===== src/rtl/wb_stream_reader_dma.sv =====
// wb_stream_reader_dma
//   Stream-to-memory DMA. A valid/ready stream fills an internal FIFO at any
//   time. Once started, the engine writes the FIFO contents to a memory buffer
//   using Wishbone incrementing bursts, each burst no longer than what the
//   FIFO already holds.
// Ports
//   clk, rst_n        clock, asynchronous active-low reset
//   wbm_*             Wishbone burst master (write only, wbm_dat_i unused)
//   stream_s_*        input stream, ready = FIFO not full
//   irq_o             level interrupt, follows the irq pending bit
//   wbs_*             Wishbone config slave. Word registers at adr[4:2]:
//                     0 CTRL  wr: bit0 start, bit1 clear irq
//                             rd: {err, irq, busy}
//                     1 START_ADR  2 BUF_SIZE  3 BURST_SIZE  4 TX_CNT (ro)
module wb_stream_reader_dma #(
  parameter int WB_DW         = 32,
  parameter int WB_AW         = 32,
  parameter int FIFO_AW       = 4,
  parameter int MAX_BURST_LEN = 2**FIFO_AW
) (
  input  logic                 clk,
  input  logic                 rst_n,
  // burst master
  output logic [WB_AW-1:0]     wbm_adr_o,
  output logic [WB_DW-1:0]     wbm_dat_o,
  output logic [WB_DW/8-1:0]   wbm_sel_o,
  output logic                 wbm_we_o,
  output logic                 wbm_cyc_o,
  output logic                 wbm_stb_o,
  output logic [2:0]           wbm_cti_o,
  output logic [1:0]           wbm_bte_o,
  input  logic [WB_DW-1:0]     wbm_dat_i,
  input  logic                 wbm_ack_i,
  input  logic                 wbm_err_i,
  input  logic                 wbm_rty_i,
  // stream sink
  input  logic [WB_DW-1:0]     stream_s_data_i,
  input  logic                 stream_s_valid_i,
  output logic                 stream_s_ready_o,
  output logic                 irq_o,
  // config slave
  input  logic [WB_AW-1:0]     wbs_adr_i,
  input  logic [WB_DW-1:0]     wbs_dat_i,
  input  logic [WB_DW/8-1:0]   wbs_sel_i,
  input  logic                 wbs_we_i,
  input  logic                 wbs_cyc_i,
  input  logic                 wbs_stb_i,
  input  logic [2:0]           wbs_cti_i,
  input  logic [1:0]           wbs_bte_i,
  output logic [WB_DW-1:0]     wbs_dat_o,
  output logic                 wbs_ack_o,
  output logic                 wbs_err_o,
  output logic                 wbs_rty_o
);

  localparam int NB    = WB_DW/8;
  localparam int DEPTH = 2**FIFO_AW;
  localparam int BSH   = $clog2(NB);
  localparam logic [WB_DW-1:0] MAX_LEN = WB_DW'(MAX_BURST_LEN);

  typedef enum logic [1:0] {ST_IDLE, ST_WAIT, ST_BURST} state_t;
  state_t state_q, state_d;

  // FIFO
  logic [WB_DW-1:0]   fifo_mem [DEPTH];
  logic [FIFO_AW-1:0] wr_ptr, rd_ptr;
  logic [FIFO_AW:0]   fifo_cnt;
  logic               full, push, pop;

  // registers
  logic [WB_AW-1:0] start_adr;
  logic [WB_DW-1:0] buf_size, burst_size, tx_cnt, beats_left;
  logic             irq_q, err_q;

  logic [2:0]       reg_idx;
  logic             cfg_acc, cfg_wr, start_req, irq_clr, busy;
  logic [WB_DW-1:0] remaining, burst_len, rd_data, tx_cnt_inc;
  logic             fifo_ok, last_beat, load_beats, done_set, err_set;

  logic unused_ok;
  assign unused_ok = ^{wbm_dat_i, wbm_rty_i, wbs_cti_i, wbs_bte_i, wbs_adr_i};

  function automatic logic [WB_DW-1:0] wmerge(input logic [WB_DW-1:0] cur,
                                              input logic [WB_DW-1:0] wd,
                                              input logic [NB-1:0]    sel);
    wmerge = cur;
    for (int b = 0; b < NB; b++)
      if (sel[b]) wmerge[b*8 +: 8] = wd[b*8 +: 8];
  endfunction

  // ---------------- config decode ----------------
  assign reg_idx   = wbs_adr_i[4:2];
  assign cfg_acc   = wbs_cyc_i & wbs_stb_i & ~wbs_ack_o;
  assign cfg_wr    = cfg_acc & wbs_we_i;
  assign busy      = (state_q != ST_IDLE);
  assign start_req = cfg_wr && reg_idx == 3'd0 && wbs_sel_i[0] && wbs_dat_i[0] && !busy;
  assign irq_clr   = cfg_wr && reg_idx == 3'd0 && wbs_sel_i[0] && wbs_dat_i[1];

  // ---------------- FIFO ----------------
  assign full             = fifo_cnt[FIFO_AW];
  // held low while reset is asserted so nothing is accepted into a flushing FIFO
  assign stream_s_ready_o = rst_n & ~full;
  assign push             = stream_s_valid_i & stream_s_ready_o;

  always_ff @(posedge clk) begin
    if (push) fifo_mem[wr_ptr] <= stream_s_data_i;
  end

  always_ff @(posedge clk or negedge rst_n) begin
    if (!rst_n) begin
      wr_ptr   <= '0;
      rd_ptr   <= '0;
      fifo_cnt <= '0;
    end else begin
      if (push) wr_ptr <= wr_ptr + FIFO_AW'(1);
      if (pop)  rd_ptr <= rd_ptr + FIFO_AW'(1);
      case ({push, pop})
        2'b10:   fifo_cnt <= fifo_cnt + (FIFO_AW+1)'(1);
        2'b01:   fifo_cnt <= fifo_cnt - (FIFO_AW+1)'(1);
        default: ;
      endcase
    end
  end

  // ---------------- burst sizing ----------------
  // Length is clamped to what is left of the buffer, so WAIT never needs
  // more words than the transfer still owes.
  always_comb begin
    remaining = buf_size - tx_cnt;
    burst_len = (burst_size == '0) ? WB_DW'(1) : burst_size;
    if (burst_len > MAX_LEN)   burst_len = MAX_LEN;
    if (burst_len > remaining) burst_len = remaining;
  end

  assign fifo_ok    = WB_DW'(fifo_cnt) >= burst_len;
  assign last_beat  = (beats_left == WB_DW'(1));
  assign tx_cnt_inc = tx_cnt + WB_DW'(1);

  // ---------------- FSM ----------------
  always_ff @(posedge clk or negedge rst_n) begin
    if (!rst_n) state_q <= ST_IDLE;
    else        state_q <= state_d;
  end

  always_comb begin
    state_d    = state_q;
    load_beats = 1'b0;
    pop        = 1'b0;
    done_set   = 1'b0;
    err_set    = 1'b0;
    case (state_q)
      ST_IDLE: begin
        if (start_req) begin
          if (buf_size == '0) done_set = 1'b1;
          else                state_d  = ST_WAIT;
        end
      end
      ST_WAIT: begin
        if (fifo_ok) begin
          state_d    = ST_BURST;
          load_beats = 1'b1;
        end
      end
      ST_BURST: begin
        // rty simply holds the current beat: no pop, no address advance
        if (wbm_err_i) begin
          err_set = 1'b1;
          state_d = ST_IDLE;
        end else if (wbm_ack_i) begin
          pop = 1'b1;
          if (last_beat) begin
            if (tx_cnt_inc == buf_size) begin
              state_d  = ST_IDLE;
              done_set = 1'b1;
            end else begin
              state_d  = ST_WAIT;  // guarantees cyc low for a cycle
            end
          end
        end
      end
      default: state_d = ST_IDLE;
    endcase
  end

  // ---------------- registers ----------------
  always_ff @(posedge clk or negedge rst_n) begin
    if (!rst_n) begin
      start_adr  <= '0;
      buf_size   <= '0;
      burst_size <= '0;
      tx_cnt     <= '0;
      beats_left <= '0;
      irq_q      <= 1'b0;
      err_q      <= 1'b0;
    end else begin
      if (start_req) begin
        tx_cnt <= '0;
        err_q  <= 1'b0;
      end else if (pop) begin
        tx_cnt <= tx_cnt_inc;
      end

      if (load_beats) beats_left <= burst_len;
      else if (pop)   beats_left <= beats_left - WB_DW'(1);

      // set after clear: a completion in the same cycle wins
      if (irq_clr)             irq_q <= 1'b0;
      if (done_set || err_set) irq_q <= 1'b1;
      if (err_set)             err_q <= 1'b1;

      if (cfg_wr && !busy) begin
        case (reg_idx)
          3'd1: start_adr  <= WB_AW'(wmerge(WB_DW'(start_adr), wbs_dat_i, wbs_sel_i));
          3'd2: buf_size   <= wmerge(buf_size, wbs_dat_i, wbs_sel_i);
          3'd3: burst_size <= wmerge(burst_size, wbs_dat_i, wbs_sel_i);
          default: ;
        endcase
      end
    end
  end

  // ---------------- config read / ack ----------------
  always_comb begin
    rd_data = '0;
    case (reg_idx)
      3'd0:    rd_data[2:0] = {err_q, irq_q, busy};
      3'd1:    rd_data = WB_DW'(start_adr);
      3'd2:    rd_data = buf_size;
      3'd3:    rd_data = burst_size;
      3'd4:    rd_data = tx_cnt;
      default: rd_data = '0;
    endcase
  end

  always_ff @(posedge clk or negedge rst_n) begin
    if (!rst_n) begin
      wbs_ack_o <= 1'b0;
      wbs_dat_o <= '0;
    end else begin
      wbs_ack_o <= cfg_acc;
      if (cfg_acc) wbs_dat_o <= rd_data;
    end
  end

  assign wbs_err_o = 1'b0;
  assign wbs_rty_o = 1'b0;
  assign irq_o     = irq_q;

  // ---------------- master outputs ----------------
  // Everything is derived from the registered state so cyc falls with reset.
  assign wbm_cyc_o = (state_q == ST_BURST);
  assign wbm_stb_o = wbm_cyc_o;
  assign wbm_we_o  = wbm_cyc_o;
  assign wbm_sel_o = wbm_cyc_o ? '1 : '0;
  assign wbm_adr_o = wbm_cyc_o ? start_adr + (WB_AW'(tx_cnt) << BSH) : '0;
  assign wbm_dat_o = wbm_cyc_o ? fifo_mem[rd_ptr] : '0;
  assign wbm_cti_o = wbm_cyc_o ? (last_beat ? 3'b111 : 3'b010) : 3'b000;
  assign wbm_bte_o = 2'b00;

endmodule


===== config.mk =====
export PLATFORM = sky130hd
export DESIGN_NAME = wb_stream_reader_dma
export DESIGN_NICKNAME = d
export VERILOG_FILES = /design/src/rtl/wb_stream_reader_dma.sv
export SDC_FILE = /design/constraint.sdc
export NUM_CORES = 1
export LEC_CHECK = 0
export BUFFER_PORTS_ARGS = -buffer_cell sky130_fd_sc_hd__buf_2
export CAP_MARGIN = 20
export CORE_ASPECT_RATIO = 1.5
export CORE_MARGIN = 5
export CORE_UTILIZATION = 45
export DETAILED_ROUTE_END_ITERATION = 10
export GPL_TIMING_DRIVEN = 0
export PLACE_DENSITY = 0.61
export RECOVER_POWER = 50
export SETUP_SLACK_MARGIN = 0.4
export SYNTH_ARGS = -nofsm -noshare
export SYNTH_HDL_FRONTEND = slang
export SYNTH_SLANG_ARGS = --single-unit

===== constraint.sdc =====
create_clock -name clk -period 8.7 [get_ports clk]
set_input_delay 1.74 -clock clk [delete_from_list [all_inputs] [get_ports clk]]
set_output_delay 1.74 -clock clk [all_outputs]
set_load 0.02 [all_outputs]

==> metrics.yaml, run 1 <==
synth_warnings: 0
critPathMaxFanout: 9
cts_tree: "done"
grt_use_total_pct: 23.81
dr.pass1.iters: 7
p_switching_mw: 4.055
worstSkewPairLatency_ps: 640
cp_num_buf_inv: 2
critical-path-max-stage-delay_ps: 620
seq_area_sq_um: 20630
ys_seq_area_share_pct: 58.94
reg2regPathDepth: 27
hpwl_um: 71830
cpMostUsedCell: "a21oi_1"
crit_required_ps: 9200
holdWs_ps: 480.7
swShare_pct: 34.75
cts_root_buf: "clkbuf_16"
synth_seq_cells: 722
critPathTopFamily: "compound AO/OA/AOI/OAI gates"
cp_data_arrival_time_ps: 8160
multi_input_area_sq_um: 13700
drt-wirelength-per-cell_um: 26.11
die_height_um: 351.6
netlist_area_sq_um: 35000
max_cap_violations: 1
slew_headroom_pct: -247.2
power_density_nw_per_um2: 290.6
worst-path-stages: 27
overflow: 0
synth_edf_count: 512
hold_class: "flop to flop"
finalSetupViolCount: 0
combinationalPowerShare_pct: 35.7
drt_iter0_drc: 1898
synth.distinct_cells: 92
p_total_mw: 11.67
io_pins: 259
cts_buffers: 69
dr_total_vias: 23117
ctsHoldBuffers: 0
grt_pass1_vias: 23975
final_nets: 3046
fin_crit_sh_pct: 87.98
mostFrequentLayoutCells: "512 x edfxtp_1, 210 x dfrtp_1, 162 x clkbuf_1, 161 x mux4_2, 139 x nand2_1"
slew_violations: 112
clk_path_buf_depth: 3
pwr-share-seq_pct: 37.0
clock-sinks: 722
grt_setup_unrepaired: "no"
crit_path_top_delay_cell: "dfrtp_1"
skew_ps: 25.02
dieArea_sq_um: 83570
async_flop_share_pct: 29.09
setup-tns-final_ps: 0
ys.flop_type: "edfxtp_1"
gp_congestion: 0.9134
hold_path_depth: 2
place_ws_ps: 740.9
std_cell_rows: 125
ant_nets: 0
area_delta_synth_final_pct: 14.74
tightestPinTransition_ps: 5207
finalWorstSetupSlack_ps: 1046
status: "finished, violations left"
timing.final.crit_period_ps: 7654
syn-mean-instance-area_sq_um: 14.17
cts_max_level: 3
ir_drop_v: 0.0002200
avgViaCountPerCell: 5.984
yosysTopAreaCell: "edfxtp_1"
path_clk_slew_ps: 60
violations: "capacitance limit, slew limit"
end_kind: "flop"
grt_max_degree: 112
netlist_instances: 2470
wirelength_um: 100900
layout_commonest_cell: "edfxtp_1"
startpoint_type: "flop"
timing_worst_setup_path_type: "flop to flop"
finalHoldViolations: 0
leakage_nw: 15.15
internal_power_mw: 7.614
io_buffers: 186
clkPwrFrac_pct: 27.3
die_w_um: 237.7
n_fill_cell: 6549
drive_above_1_share_pct: 21.38
synthTopCellsByArea: "edfxtp_1 44%, dfrtp_1 15%, mux4_2 10%, ha_1 3.9%, mux2_2 3.2%"
start_util_pct: 45.30
cts_setup_buffers: 0
core_area_sq_um: 77260
grt_antenna_before_repair: 6
synth_top_cell_area_share_pct: 43.93
drcViolationCount: 0
grt_pass1_wl_um: 150500
fmax_mhz: 130.6
## worst reg2reg max path, stage by stage (launching register included)
cell and delay [ps]:
dfrtp_1 620, inv_1 170, ha_1 310, clkbuf_1 210
a21oi_1 400, o22ai_1 240, o211ai_2 380, nand3_2 230
o211ai_2 250, a21oi_1 130, nor3_2 400, ha_1 210
nand4_1 150, nor4_2 430, a21oi_1 150, a21oi_2 420
mux2i_1 440, ha_1 180, nand2b_1 90, a21oi_1 60
nor2b_1 90, o21ai_0 70, a21oi_1 270, nand4b_1 180
nor4bb_2 380, nand4_2 380, o21ai_2 300, mux2_1 360
## power groups by stage
stage                     logic (mW)  registers (mW)  clock network [mW]
after detailed placement        4.12            4.39                   0
after global placement          3.98            4.38                   0
final                           4.16            4.32                3.19
after floorplan                 2.91            4.26                   0
after CTS                       4.14            4.32                3.26
after global routing            4.54            4.35                3.40
## registers in the layout (all words and copies together) (netlist names)
| name | cells |
|---|---|
| tx_cnt | 32 |
| burst_size | 32 |
| fifo_mem | 512 |
| start_adr | 32 |
| wr_ptr | 4 |
| beats_left | 32 |
| buf_size | 32 |
| err_q | 1 |
| wbs_dat_o | 32 |
| rd_ptr | 4 |
| irq_o | 1 |
| wbs_ack_o | 1 |
| fifo_cnt | 5 |
| state_q | 2 |
## final timing paths
check | to | from | slack (ps)
worst min-delay path | wbs_dat_o[19]$_DFFE_PN0P_ | wbs_dat_o[19]$_DFFE_PN0P_ | 480
max in group asynchronous | start_adr[30]$_DFFE_PN0P_ | rst_n | 1740
worst min register to register | wbs_dat_o[19]$_DFFE_PN0P_ | wbs_dat_o[19]$_DFFE_PN0P_ | 480
worst max-delay path | beats_left[0]$_DFFE_PN0P_ | tx_cnt[14]$_DFFE_PN0P_ | 1050
worst max register to register | beats_left[0]$_DFFE_PN0P_ | tx_cnt[14]$_DFFE_PN0P_ | 1050
min in group asynchronous | beats_left[30]$_DFFE_PN0P_ | rst_n | 1160
## repair_timing
action                                  CTS  global route
gates resized for setup                   0             2
hold endpoints to repair                  0             0
endpoints found under the setup margin    0            11
## cell usage after synthesis, types with 36 or more instances
cell and instances:
clkbuf_1 80, nor4_1 36, and2_1 59, a21o_1 36, ha_1 109, inv_1 69
nor2_1 113, nand3_1 72, xnor2_1 69, nand2_1 139, a21oi_1 93, edfxtp_1 512
o21ai_0 126, dfrtp_1 210, mux2_2 100, xor2_1 39, mux4_2 161
## layer usage
layer	vias up	track usage, %	part of all wire (%)
met5	-	0	0.013
met4	2	10.11	4.5
met3	220	3.559	5.5
met2	831	44.45	54
met1	11816	27.09	36
li1	10248	-	-
## layout make-up
| cell class | instances | share of cell area, % |
|---|---|---|
| Timing Repair Buffer | 217 | 3.430 |
| Buffer | 122 | 1.383 |
| Sequential cell | 722 | 51.37 |
| Inverter | 69 | 0.6450 |
| Antenna cell | 3 | 0.01869 |
| Clock inverter | 38 | 1.246 |
| Tap cell | 1016 | 3.166 |
| Clock buffer | 89 | 4.624 |
| Multi-Input combinational cell | 1587 | 34.11 |
## through the flow
stage | cell area, sq um | std cells | util [%]
after floorplan | 35110 | 2500 | -
after global placement | 37310 | 3702 | 48.30
after detailed placement | 37790 | 3727 | 48.92
after CTS | 40150 | 3854 | 51.97
after global routing | 40150 | 3861 | 51.97
final | 40160 | 3863 | 51.98
## cell families (layout without fill, tap and decap cells)
kind of cell / Yosys count / count (layout) / synth area share (%)
other: 1 / 34 / 0.01071
adders and majority gates: 112 / 112 / 4.068
muxes: 274 / 274 / 13.95
DFF: 722 / 722 / 58.94
xor gates and xnor gates: 110 / 110 / 2.796
and+or+nand+nor: 615 / 615 / 9.488
AOI/OAI and AO/OA: 445 / 445 / 8.419
buffers and inverters: 191 / 535 / 2.324
Note: power is estimated with default switching activity, not from simulation.
==> inputs of run 2 (changes only) <==
--- a/config.mk
+++ b/config.mk
@@ -12,6 +12,7 @@
 export CORE_UTILIZATION = 45
 export DETAILED_ROUTE_END_ITERATION = 10
 export GPL_TIMING_DRIVEN = 0
+export MAX_ROUTING_LAYER = met4
 export PLACE_DENSITY = 0.61
 export RECOVER_POWER = 50
 export SETUP_SLACK_MARGIN = 0.4
==> run 2 against run 1 <==
Against the previous run:
- the run still ends with capacitance limit, slew limit left
- sequential cell count unchanged
- clock skew down 4.1 ps
- fmax down 3.1%
- non-clock buffer count up 2
- first-iteration DRC count down 1.4%
- worst setup slack worse by 250 ps
- die area unchanged
- core utilization down 0.13 points
==> metrics.yaml, run 2 (same netlist as run 1, synthesis figures left out) <==
regMostFlops: "fifo_mem"  # unchanged
grt_pass1_vias: 23834  # was 23975
tightestPinTransition_ps: 4500  # was 5207 ps
status: "finished, violations left"  # unchanged
ant_nets: 0  # unchanged
finalSetupViolCount: 0  # unchanged
reg2reg_slack_ps: 800  # was 1050 ps
hpwl_um: 71940  # was 71830 um
clock-sinks: 722  # unchanged
grt_setup_unrepaired: "no"  # unchanged
startpoint_type: "flop"  # unchanged
cts_root_buf: "clkbuf_16"  # unchanged
max_cap_violations: 1  # unchanged
mostFrequentLayoutCells: "512 x edfxtp_1, 210 x dfrtp_1, 161 x mux4_2, 159 x clkbuf_1, 139 x nand2_1"  # was 512 x edfxtp_1, 210 x dfrtp_1, 162 x clkbuf_1, 161 x mux4_2, 139 x nand2_1
reg2regPathDepth: 27  # unchanged
skew_ps: 20.96  # was 25.02 ps
worstSkewPairLatency_ps: 630  # was 640 ps
power_density_nw_per_um2: 287.5  # was 290.6 nW/um^2
clk_path_buf_depth: 3  # unchanged
die_height_um: 351.6  # unchanged
grt_antenna_before_repair: 7  # was 6
violations: "capacitance limit, slew limit"  # unchanged
grt_pass1_wl_um: 149700  # was 150500 um
swShare_pct: 35.02  # was 34.75%
die_w_um: 237.7  # unchanged
rr_endpoint: "beats_left[0]$_DFFE_PN0P_"  # unchanged
grt_use_total_pct: 24.45  # was 23.81%
finalHoldViolations: 0  # unchanged
r2r_start: "tx_cnt[14]$_DFFE_PN0P_"  # unchanged
wirelength_um: 100500  # was 100900 um
p_total_mw: 11.52  # was 11.67 mW
std_cell_rows: 125  # unchanged
setup-tns-final_ps: 0  # unchanged
cts_setup_buffers: 0  # unchanged
grt_max_degree: 105  # was 112
timing.final.crit_period_ps: 7901  # was 7654 ps
use_met3_pct: 3.395  # was 3.559%
core_area_sq_um: 77260  # unchanged
start_util_pct: 45.30  # unchanged
fin_cells: 3863  # unchanged
leakage_nw: 15.08  # was 15.15 nW
io_pins: 259  # unchanged
final_nets: 3049  # was 3046
cp_data_arrival_time_ps: 8410  # was 8160 ps
p_switching_mw: 4.034  # was 4.055 mW
drt_iter0_drc: 1872  # was 1898
end_kind: "flop"  # unchanged
fmax_mhz: 126.6  # was 130.6 MHz
crit_required_ps: 9200  # about the same
timing_worst_setup_path_type: "flop to flop"  # unchanged
dieArea_sq_um: 83570  # unchanged
slew_headroom_pct: -200.0  # was -247.2%
path_clk_slew_ps: 60  # about the same
ctsHoldBuffers: 0  # unchanged
area_delta_synth_final_pct: 14.46  # was 14.74%
internal_power_mw: 7.485  # was 7.614 mW
cts-resized-gates: 0  # unchanged
cts_tree: "done"  # unchanged
drt-wirelength-per-cell_um: 26.01  # was 26.11 um
hold_class: "flop to flop"  # unchanged
fin_crit_sh_pct: 90.82  # was 87.98%
use_met2_pct: 44.44  # was 44.45%
layout_commonest_cell: "edfxtp_1"  # unchanged
pwr-share-seq_pct: 37.5  # was 37.0%
crit_end: "beats_left[0]$_DFFE_PN0P_"  # unchanged
largest_reg_flops: 512  # unchanged
final_cell_area_sq_um: 40060  # was 40160 sq um
dr_total_vias: 23032  # was 23117
slew_violations: 97  # was 112
grt_use_met1_pct: 27.16  # was 27.09%
place_inst: 3725  # was 3727
finish.utilization_pct: 51.85  # was 51.98%
overflow: 0  # unchanged
gp_congestion: 0.9167  # was 0.9134
n_fill_cell: 6578  # was 6549
ir_drop_v: 0.0001936  # was 0.0002200 V
placed_cell_area_sq_um: 37780  # was 37790 sq um
busiest_layer: "met2"  # unchanged
io_buffers: 186  # unchanged
drcViolationCount: 0  # unchanged
drive_above_1_share_pct: 21.13  # was 21.38%
cts_max_level: 3  # unchanged
critPathMaxFanout: 9  # unchanged
dr.pass1.iters: 7  # unchanged
worstSetupStartpoint: "tx_cnt[14]$_DFFE_PN0P_"  # unchanged
avgViaCountPerCell: 5.962  # was 5.984
cts_buffers: 70  # was 69
clkPwrFrac_pct: 26.3  # was 27.3%
combinationalPowerShare_pct: 36.2  # was 35.7%
run 2: cell count changes in the layout (fill, tap and decap cells not counted), sizes merged:
cell,previous run,this run
buf,187,190
bufinv,10,6
clkbuf,240,236
clkinv,21,20
clkinvlp,1,4
diode,3,7
inv,75,74
run 2: critical path, stage by stage (launching register included):
cell and delay, ps:
dfrtp_1 620, inv_1 170, ha_1 300, clkbuf_1 210, a21oi_1 430, o22ai_1 250
o211ai_2 390, nand3_2 250, o211ai_2 240, a21oi_1 110, nor3_1 520, ha_1 240
nand4_1 170, nor4_2 450, a21oi_1 140, a21oi_2 410, mux2i_1 420, ha_1 170
nand2b_1 90, a21oi_1 70, nor2b_1 100, o21ai_0 90, a21oi_1 280, nand4b_1 190
nor4bb_2 390, nand4_2 390, o21ai_2 300, mux2_1 350
run 2: power groups by stage:
| stage | combinational (mW) | clock, mW | sequential [mW] |
|---|---|---|---|
| 6_report | 4.17 | 3.03 | 4.32 |
| 5_1_grt | 4.55 | 3.23 | 4.35 |
| 4_1_cts | 4.11 | 3.08 | 4.32 |
| 3_5_place_dp | 4.09 | 0 | 4.39 |
| 3_3_place_gp | 3.98 | 0 | 4.38 |
| 2_1_floorplan | 2.91 | 0 | 4.26 |
run 2: final cells by class:
cell class / count / area (sq um) / share of cell area (%)
inverter: 69 / 259.0 / 0.6465
clock inverter: 35 / 384.1 / 0.9589
buffer: 122 / 555.5 / 1.387
tap: 1016 / 1271 / 3.173
antenna: 7 / 17.52 / 0.04373
timing repair buffer: 219 / 1406 / 3.511
clock buffer: 86 / 1842 / 4.598
sequential: 722 / 20630 / 51.50
multi-input combinational: 1587 / 13690 / 34.18
run 2: how the worst min path moves through the flow:
stage,start,end,cells after the start
3_3_place_gp,wbs_dat_o[19]$_DFFE_PN0P_,wbs_dat_o[19]$_DFFE_PN0P_,2
3_5_place_dp,beats_left[31]$_DFFE_PN0P_,beats_left[31]$_DFFE_PN0P_,1
4_1_cts,beats_left[31]$_DFFE_PN0P_,beats_left[31]$_DFFE_PN0P_,1
6_report,beats_left[31]$_DFFE_PN0P_,beats_left[31]$_DFFE_PN0P_,1
2_1_floorplan,beats_left[31]$_DFFE_PN0P_,beats_left[31]$_DFFE_PN0P_,1
5_1_grt,beats_left[31]$_DFFE_PN0P_,beats_left[31]$_DFFE_PN0P_,1
run 2: per-stage QoR:
| step | hold WS, ps | worst slack (ps) |
|---|---|---|
| after global placement | 459.4 | -307.2 |
| after floorplan | 440.2 | 2849 |
| after CTS | 481.6 | 713.2 |
| after global routing | 497.4 | 429.1 |
| after detailed placement | 469.1 | 745.0 |
| final | 474.6 | 798.6 |
run 2: layer usage:
metal  share of wire, %  wire [um]
met1                 37      37200
met4                4.4       4409
met2                 54      53820
met5                  0          0
met3                5.0       5045
